**config.mk**
```make
export PLATFORM = sky130hd
export DESIGN_NAME = ddr_cmd_issuer
export DESIGN_NICKNAME = d
export VERILOG_FILES = /design/src/rtl/ddr_pkg.sv /design/src/rtl/wr_burst_shifter.sv /design/src/rtl/ddr_cmd_issuer.sv
export SDC_FILE = /design/constraint.sdc
export NUM_CORES = 1
export LEC_CHECK = 0
export BUFFER_PORTS_ARGS = -buffer_cell sky130_fd_sc_hd__buf_2
export CAP_MARGIN = 10
export CORE_MARGIN = 10
export CORE_UTILIZATION = 51
export CTS_CLUSTER_DIAMETER = 100
export CTS_CLUSTER_SIZE = 14
export DETAILED_ROUTE_END_ITERATION = 12
export GPL_TIMING_DRIVEN = 0
export PLACE_DENSITY = 0.81
export SYNTH_ARGS = -nofsm -noshare
export SYNTH_HDL_FRONTEND = slang
export SYNTH_SLANG_ARGS = --single-unit
```
**constraint.sdc**
```tcl
create_clock -name CK_t -period 1.9 [get_ports CK_t]
set_input_delay 0.285 -clock CK_t [delete_from_list [all_inputs] [get_ports CK_t]]
set_output_delay 0.285 -clock CK_t [all_outputs]
set_load 0.02 [all_outputs]
```
**src/rtl/ddr_pkg.sv**
```systemverilog
// Shared DDR4 issuer definitions: command encodings, FSM states and the latched request.
package ddr_pkg;

  localparam logic [1:0] ACT_C = 2'b00;
  localparam logic [4:0] WR_C  = 5'b01100;
  localparam logic [4:0] RD_C  = 5'b01101;
  localparam logic [4:0] PRE_C = 5'b01010;
  localparam logic [4:0] DES_C = 5'b11111;

  localparam int unsigned BeatW = 16;

  typedef enum logic [3:0] {
    StIdle,
    StAct,
    StRcdWait,
    StCas,
    StWrLat,
    StWrBurst,
    StWrRec,
    StRdRec,
    StPre,
    StRpWait
  } issuer_state_t;

  typedef struct packed {
    logic        wr;
    logic        bc4;
    logic [1:0]  bg;
    logic [1:0]  ba;
    logic [14:0] row;
    logic [9:0]  col;
    logic [63:0] wdata;
  } issue_req_t;

  function automatic int unsigned max_of(input int unsigned a, input int unsigned b);
    return (a > b) ? a : b;
  endfunction

endpackage

```
**src/rtl/wr_burst_shifter.sv**
```systemverilog
// Holds one write burst and presents it one 16-bit beat (rise/fall byte pair) per cycle.
module wr_burst_shifter
  import ddr_pkg::*;
(
  input  logic             clk,
  input  logic             rst_n,
  input  logic             load,
  input  logic             shift,
  input  logic [63:0]      data,
  output logic [BeatW-1:0] beat
);

  logic [63:0] data_q;

  always_ff @(posedge clk or negedge rst_n) begin
    if (!rst_n) begin
      data_q <= '0;
    end else if (load) begin
      data_q <= data;
    end else if (shift) begin
      data_q <= {{BeatW{1'b0}}, data_q[63:BeatW]};
    end
  end

  assign beat = data_q[BeatW-1:0];

endmodule

```
**src/rtl/ddr_cmd_issuer.sv**
```systemverilog
// Closed-page DDR4 issuer: one request at a time as ACT, RD/WR, write burst, PRE on the DIMM pins.
module ddr_cmd_issuer
  import ddr_pkg::*;
#(
  parameter int unsigned T_RCD = 16,
  parameter int unsigned CWL   = 12,
  parameter int unsigned T_WR  = 16,
  parameter int unsigned T_RTP = 8,
  parameter int unsigned T_RP  = 16
) (
  input  logic        CK_t,
  input  logic        reset_n,
  input  logic        req_valid,
  output logic        req_ready,
  input  logic        req_wr,
  input  logic        req_bc4,
  input  logic [1:0]  req_bg,
  input  logic [1:0]  req_ba,
  input  logic [14:0] req_row,
  input  logic [9:0]  req_col,
  input  logic [63:0] req_wdata,
  output logic        cs_n,
  output logic        act_n,
  output logic        RAS_n_A16,
  output logic        CAS_n_A15,
  output logic        WE_n_A14,
  output logic        A13,
  output logic        A12_BC_n,
  output logic        A11,
  output logic        A10_AP,
  output logic [9:0]  A9_A0,
  output logic [1:0]  bg_addr,
  output logic [1:0]  ba_addr,
  output logic [7:0]  dq_rise,
  output logic [7:0]  dq_fall,
  output logic        dq_oe,
  output logic        dqs_oe,
  output logic        done
);

  localparam int unsigned CntMax = max_of(max_of(max_of(T_RCD, CWL), max_of(T_WR, T_RTP)), T_RP);
  localparam int unsigned CntW   = $clog2(CntMax + 1);

  typedef logic [CntW-1:0] cnt_t;

  // Wait states are entered one cycle after the preceding command, hence the -2/-1 loads.
  localparam cnt_t RcdLoad = cnt_t'(T_RCD - 2);
  localparam cnt_t CwlLoad = cnt_t'(CWL - 2);
  localparam cnt_t WrLoad  = cnt_t'(T_WR - 1);
  localparam cnt_t RtpLoad = cnt_t'((T_RTP > 1) ? T_RTP - 2 : 0);
  localparam cnt_t RpLoad  = cnt_t'(T_RP - 1);

  issuer_state_t state_q;
  cnt_t          cnt_q;
  issue_req_t    req_q;
  issue_req_t    req_in;
  logic          ready_q;
  logic [4:0]    cmd_q;
  logic [13:0]   addr_q;
  logic [1:0]    bg_q, ba_q;
  logic [7:0]    dq_rise_q, dq_fall_q;
  logic          dq_oe_q, dqs_oe_q, done_q;
  logic [BeatW-1:0] beat;

  assign req_in = '{wr: req_wr, bc4: req_bc4, bg: req_bg, ba: req_ba,
                    row: req_row, col: req_col, wdata: req_wdata};

  wr_burst_shifter u_shifter (
    .clk   (CK_t),
    .rst_n (reset_n),
    .load  ((state_q == StCas) && req_q.wr),
    .shift (state_q == StWrBurst),
    .data  (req_q.wdata),
    .beat  (beat)
  );

  always_ff @(posedge CK_t or negedge reset_n) begin
    if (!reset_n) begin
      state_q   <= StIdle;
      cnt_q     <= '0;
      req_q     <= '0;
      ready_q   <= 1'b1;
      cmd_q     <= DES_C;
      addr_q    <= '0;
      bg_q      <= '0;
      ba_q      <= '0;
      dq_rise_q <= '0;
      dq_fall_q <= '0;
      dq_oe_q   <= 1'b0;
      dqs_oe_q  <= 1'b0;
      done_q    <= 1'b0;
    end else begin
      // Every cycle defaults to DES with quiet pins; command states override below.
      cmd_q     <= DES_C;
      addr_q    <= '0;
      bg_q      <= '0;
      ba_q      <= '0;
      dq_rise_q <= '0;
      dq_fall_q <= '0;
      dq_oe_q   <= 1'b0;
      dqs_oe_q  <= 1'b0;
      done_q    <= 1'b0;
      case (state_q)
        StIdle: begin
          if (req_valid && ready_q) begin
            req_q   <= req_in;
            ready_q <= 1'b0;
            state_q <= StAct;
          end
        end
        StAct: begin
          cmd_q   <= {ACT_C, 2'b00, req_q.row[14]};
          addr_q  <= req_q.row[13:0];
          bg_q    <= req_q.bg;
          ba_q    <= req_q.ba;
          cnt_q   <= RcdLoad;
          state_q <= StRcdWait;
        end
        StRcdWait: begin
          if (cnt_q == '0) state_q <= StCas;
          else             cnt_q   <= cnt_q - cnt_t'(1);
        end
        StCas: begin
          cmd_q  <= req_q.wr ? WR_C : RD_C;
          addr_q <= {1'b0, ~req_q.bc4, 1'b0, 1'b0, req_q.col};
          bg_q   <= req_q.bg;
          ba_q   <= req_q.ba;
          if (req_q.wr) begin
            cnt_q   <= CwlLoad;
            state_q <= StWrLat;
          end else if (T_RTP > 1) begin
            cnt_q   <= RtpLoad;
            state_q <= StRdRec;
          end else begin
            state_q <= StPre;
          end
        end
        StWrLat: begin
          if (cnt_q == '0) begin
            dqs_oe_q <= 1'b1;  // DQS preamble cycle
            cnt_q    <= cnt_t'(req_q.bc4 ? 1 : 3);
            state_q  <= StWrBurst;
          end else begin
            cnt_q <= cnt_q - cnt_t'(1);
          end
        end
        StWrBurst: begin
          dqs_oe_q  <= 1'b1;
          dq_oe_q   <= 1'b1;
          dq_rise_q <= beat[7:0];
          dq_fall_q <= beat[15:8];
          if (cnt_q == '0) begin
            // Write recovery counts from the end of the last data cycle.
            cnt_q   <= WrLoad;
            state_q <= StWrRec;
          end else begin
            cnt_q <= cnt_q - cnt_t'(1);
          end
        end
        StWrRec, StRdRec: begin
          if (cnt_q == '0) state_q <= StPre;
          else             cnt_q   <= cnt_q - cnt_t'(1);
        end
        StPre: begin
          cmd_q   <= PRE_C;
          bg_q    <= req_q.bg;
          ba_q    <= req_q.ba;
          done_q  <= 1'b1;
          cnt_q   <= RpLoad;
          state_q <= StRpWait;
        end
        StRpWait: begin
          if (cnt_q == '0) begin
            ready_q <= 1'b1;
            state_q <= StIdle;
          end else begin
            cnt_q <= cnt_q - cnt_t'(1);
          end
        end
        default: state_q <= StIdle;
      endcase
    end
  end

  assign req_ready = ready_q;
  assign cs_n      = cmd_q[4];
  assign act_n     = cmd_q[3];
  assign RAS_n_A16 = cmd_q[2];
  assign CAS_n_A15 = cmd_q[1];
  assign WE_n_A14  = cmd_q[0];
  assign A13       = addr_q[13];
  assign A12_BC_n  = addr_q[12];
  assign A11       = addr_q[11];
  assign A10_AP    = addr_q[10];
  assign A9_A0     = addr_q[9:0];
  assign bg_addr   = bg_q;
  assign ba_addr   = ba_q;
  assign dq_rise   = dq_rise_q;
  assign dq_fall   = dq_fall_q;
  assign dq_oe     = dq_oe_q;
  assign dqs_oe    = dqs_oe_q;
  assign done      = done_q;

endmodule

```
==> results by group <==
Status
  • Outcome: complete, but fails checks
  • Failing checks: negative setup slack

Synthesis
  • Multiplexer share of the synthesized area: around 5.8%
  • Post-Syn Area: 0.008527 sq mm
  • Synth Area in Compound Gates: under 10%
  • Cells after Synth: around 860
  • Largest family of logic cells by synthesized area: simple AND/OR/NAND/NOR gates
  • Ys Warns: 0
  • Sequential area share after synthesis: between 60% and 70%
  • Area fraction of the dominant cell type after synthesis: around three fifths
  • Seq cells post-synth: 211
  • Mean area per synthesized cell: ~9.9 sq um
  • Top_reg_cell synth: dfrtp_1
  • Leading area contributor after synthesis: dfrtp_1
  • Adder-cell share of the synthesized area: 0.1467%
  • Count of cell types in the netlist: 45
  • Post-synthesis simple-gate area fraction: between 20% and 30%
  • Net Count, Synth: between 900 and 1,000
  • Synth async-reset ratio: between 90% and 100%
  • Synth Area in XOR/XNOR: 0.1027%
  • Number of synthesized flops with an enable pin: 0
  • Area contributors post-synth: dfrtp_1 (60%), nand2_1 (16%), mux2i_1 (5.8%)

Worst setup path
  • Crit path max-delay family: simple AND/OR/NAND/NOR gates
  • Worst Path Buf+Inv: 2
  • Critical path launch point type: flop
  • Slowest CP cell: or4b_4
  • CP Data Required Time: roughly 2300 ps
  • Kind of critical path: flop to flop
  • Crit. End Element: flop
  • Largest stage delay, worst path: about 470 ps
  • Arrival time of the worst setup path: 2270 ps
  • Critical path cell sequence: inv_2 -> ha_4 -> or4b_4 -> buf_8 -> nor3_4 -> a211oi_2 -> o32a_1
  • Worst-path fanout max: 6

Pwr
  • Peak VDD IR: 0.6328 mV
  • Pwr dens: between 700 and 800 mW/mm^2
  • Lkg Pwr: 0.005703 uW

Timing
  • Period minus WS final: around 1900 ps
  • Fin. Hold Viols: 0
  • PnR worst setup slack: -22.08 ps
  • Fmax: 520.3 MHz
  • Rel. slew slack: a little under three fifths
  • Fin crit share: 101.2%
  • Worst clock skew: 29.00 ps
  • RSZ-0062 raised after global routing: true
  • Worst slew pin tran: approximately 660 ps
  • Slew Viols, Final: 0
  • Final setup viols: 1

Clock network
  • Deepest clock path buffer count: 3
  • TritonCTS Sinks: roughly 210
  • Clock latency on the worst-skew pair: 490 ps
  • CTS tree: done
  • CTS buffer count: 19
  • H-tree level count: 1
  • CTS root buf: clkbuf_16
  • Clock transition at path regs: ~70 ps

Global routing
  • Global Route Usage Sum: around a fifth
  • Pin count of the biggest net entering global routing: between 100 and 150
  • Overflow after GRT: 0
  • Initial antenna violation count: 2
  • Global-route wire length before repair: 35.90 mm
  • Vias in the first global route: 6,901

Floorplanning
  • Row count: 47
  • Area of the core: 0.01647 sq mm
  • Chip width: 149.3 um
  • Initial Util: 51.79%
  • Die area: 0.02229 sq mm
  • Chip Height: approximately 150 um
  • Io pins: 141

Drt
  • Remaining DRCs: 0
  • 1st-iter DRT viols: between 500 and 600
  • DRT Wirelength: roughly 23 mm
  • Vias: slightly below 7,000
  • Routed len/inst: around 17 um
  • Pre-antenna DRT Iters: 7
  • Vias per cell: between 5 and 6
  • Post-route ant nets: 0

Worst hold path
  • Hold/Removal Path Class: input port to flop

Final layout
  • Fillers: 1,248
  • Area Overhead vs Synth: 28.58%
  • Non-Filler Instances: approximately 1,300
  • Final core utilization: approximately two thirds
  • Fraction of layout instances using a drive strength above 1: about 23%
  • Multi-input logic area: 0.002997 sq mm
  • Final #Nets: about 1,200
  • Reg area: 0.005288 sq mm

Flow run
  • Max-cap check violation count: 0

Placed design
  • Dpl hpwl: roughly 15 mm
  • GP Congestion: 0.8725
  • Port-buffer cells: 140
  • Placed insts: between 1,000 and 1,500
==> cells by family after synthesis <==
group / Yosys count
AOI/OAI and AO/OA: 109
xor gates and xnor gates: 1
adders and majority gates: 1
buffers and inverters: 63
DFF: 211
muxes: 49
and+or+nand+nor: 424
==> cells in the final DEF, fill, tap and decap left out, drive strengths merged, types with 3 or more instances in the layout <==
cell type	instances
nor2	28
diode	3
o21ai	50
and2	20
dfstp	6
clkbuf	54
a22o	16
nand2	353
a211oi	3
mux2i	49
inv	10
and3	5
dlygate4sd3	54
a21oi	13
buf	191
dfrtp	205
nand2b	4
a22oi	13
nor3	7
==> power breakdown <==
group          leakage, uW  internal, uW  switching (uW)
combinational      0.00255           152             138
sequential         0.00289          4490               0
clock             0.000256          1890            1580
total              0.00570          6530            1710
==> final timing paths <==
kind                       cells past startpoint    startpoint  slack (ps)              endpoint
min                                            3  req_wdata[0]           5              req_q[0]
min reg2reg                                    2     req_q[23]         470  u_shifter.data_q[23]
max in group asynchronous                      3       reset_n         500  u_shifter.data_q[26]
max                                            7      cnt_q[1]         -20              cnt_q[1]
min in group asynchronous                      2       reset_n         400             req_q[89]
max reg2reg                                    7      cnt_q[1]         -20              cnt_q[1]
==> cells in the mapped netlist (6+ instances only) <==
cell type,number
a21oi_1,13
a22o_1,16
clkbuf_1,22
and2_1,20
nor2_1,27
dfrtp_1,205
a22oi_1,13
o21ai_1,8
nand2_1,353
buf_2,21
o21ai_0,42
dfstp_2,6
mux2i_1,49
inv_1,7
==> metal layers <==
metal / wire, um / global-route usage, % / up-vias
met3: 1388 / 3.428 / 60
met5: 0 / 0 / -
met4: 926 / 8.342 / 0
met1: 9411 / 25.49 / 3368
li1: - / - / 3267
met2: 11130 / 32.72 / 265
==> registers in the layout (all words and copies together) (netlist names), 2 cells and up <==
name	flops
ba_addr	2
u_shifter.data_q	64
bg_addr	2
dq_fall	8
dq_rise	8
cmd_q	5
cnt_q	5
state_q	4
addr_q	14
req_q	95
==> worst reg2reg max path, cell delays in order, from the launching register on <==
cell and delay [ps]:
dfrtp_1 420, inv_2 90, ha_4 160, or4b_4 470, buf_8 150, nor3_4 160, a211oi_2 50, o32a_1 300
==> repair_timing <==
action                                  in CTS  in global routing
endpoints found under the setup margin     158                137
endpoints found under the hold margin      141                  0
gates resized for setup                     28                 50
pin swaps                                    3                  8
hold buffers                                54                  0
setup buffers                               11                  9
==> layout make-up <==
type,count,share of cell area (%)
sequential,211,48.23
multi-input combinational,584,27.33
timing repair buffer,215,13.18
clock buffer,32,4.781
buffer,52,3.344
tap,220,2.511
inverter,11,0.4108
clock inverter,1,0.1484
antenna,3,0.06847
==> metrics by stage <==
stage	hold WS (ps)	TNS, ps	power (uW)	cell area, sq um	setup WS [ps]
floorplan	-10.59	0	4579	8527	41.37
global placement	450.9	-602610	4767	9503	-2862
detailed placement	336.9	-15520	4777	9540	-229.9
CTS	0.6621	0	8297	10790	5.593
global route	7.693	-108.7	8505	10960	-56.66
finish	5.326	-22.08	8245	10960	-22.08
Note: power is estimated with default switching activity, not from simulation.
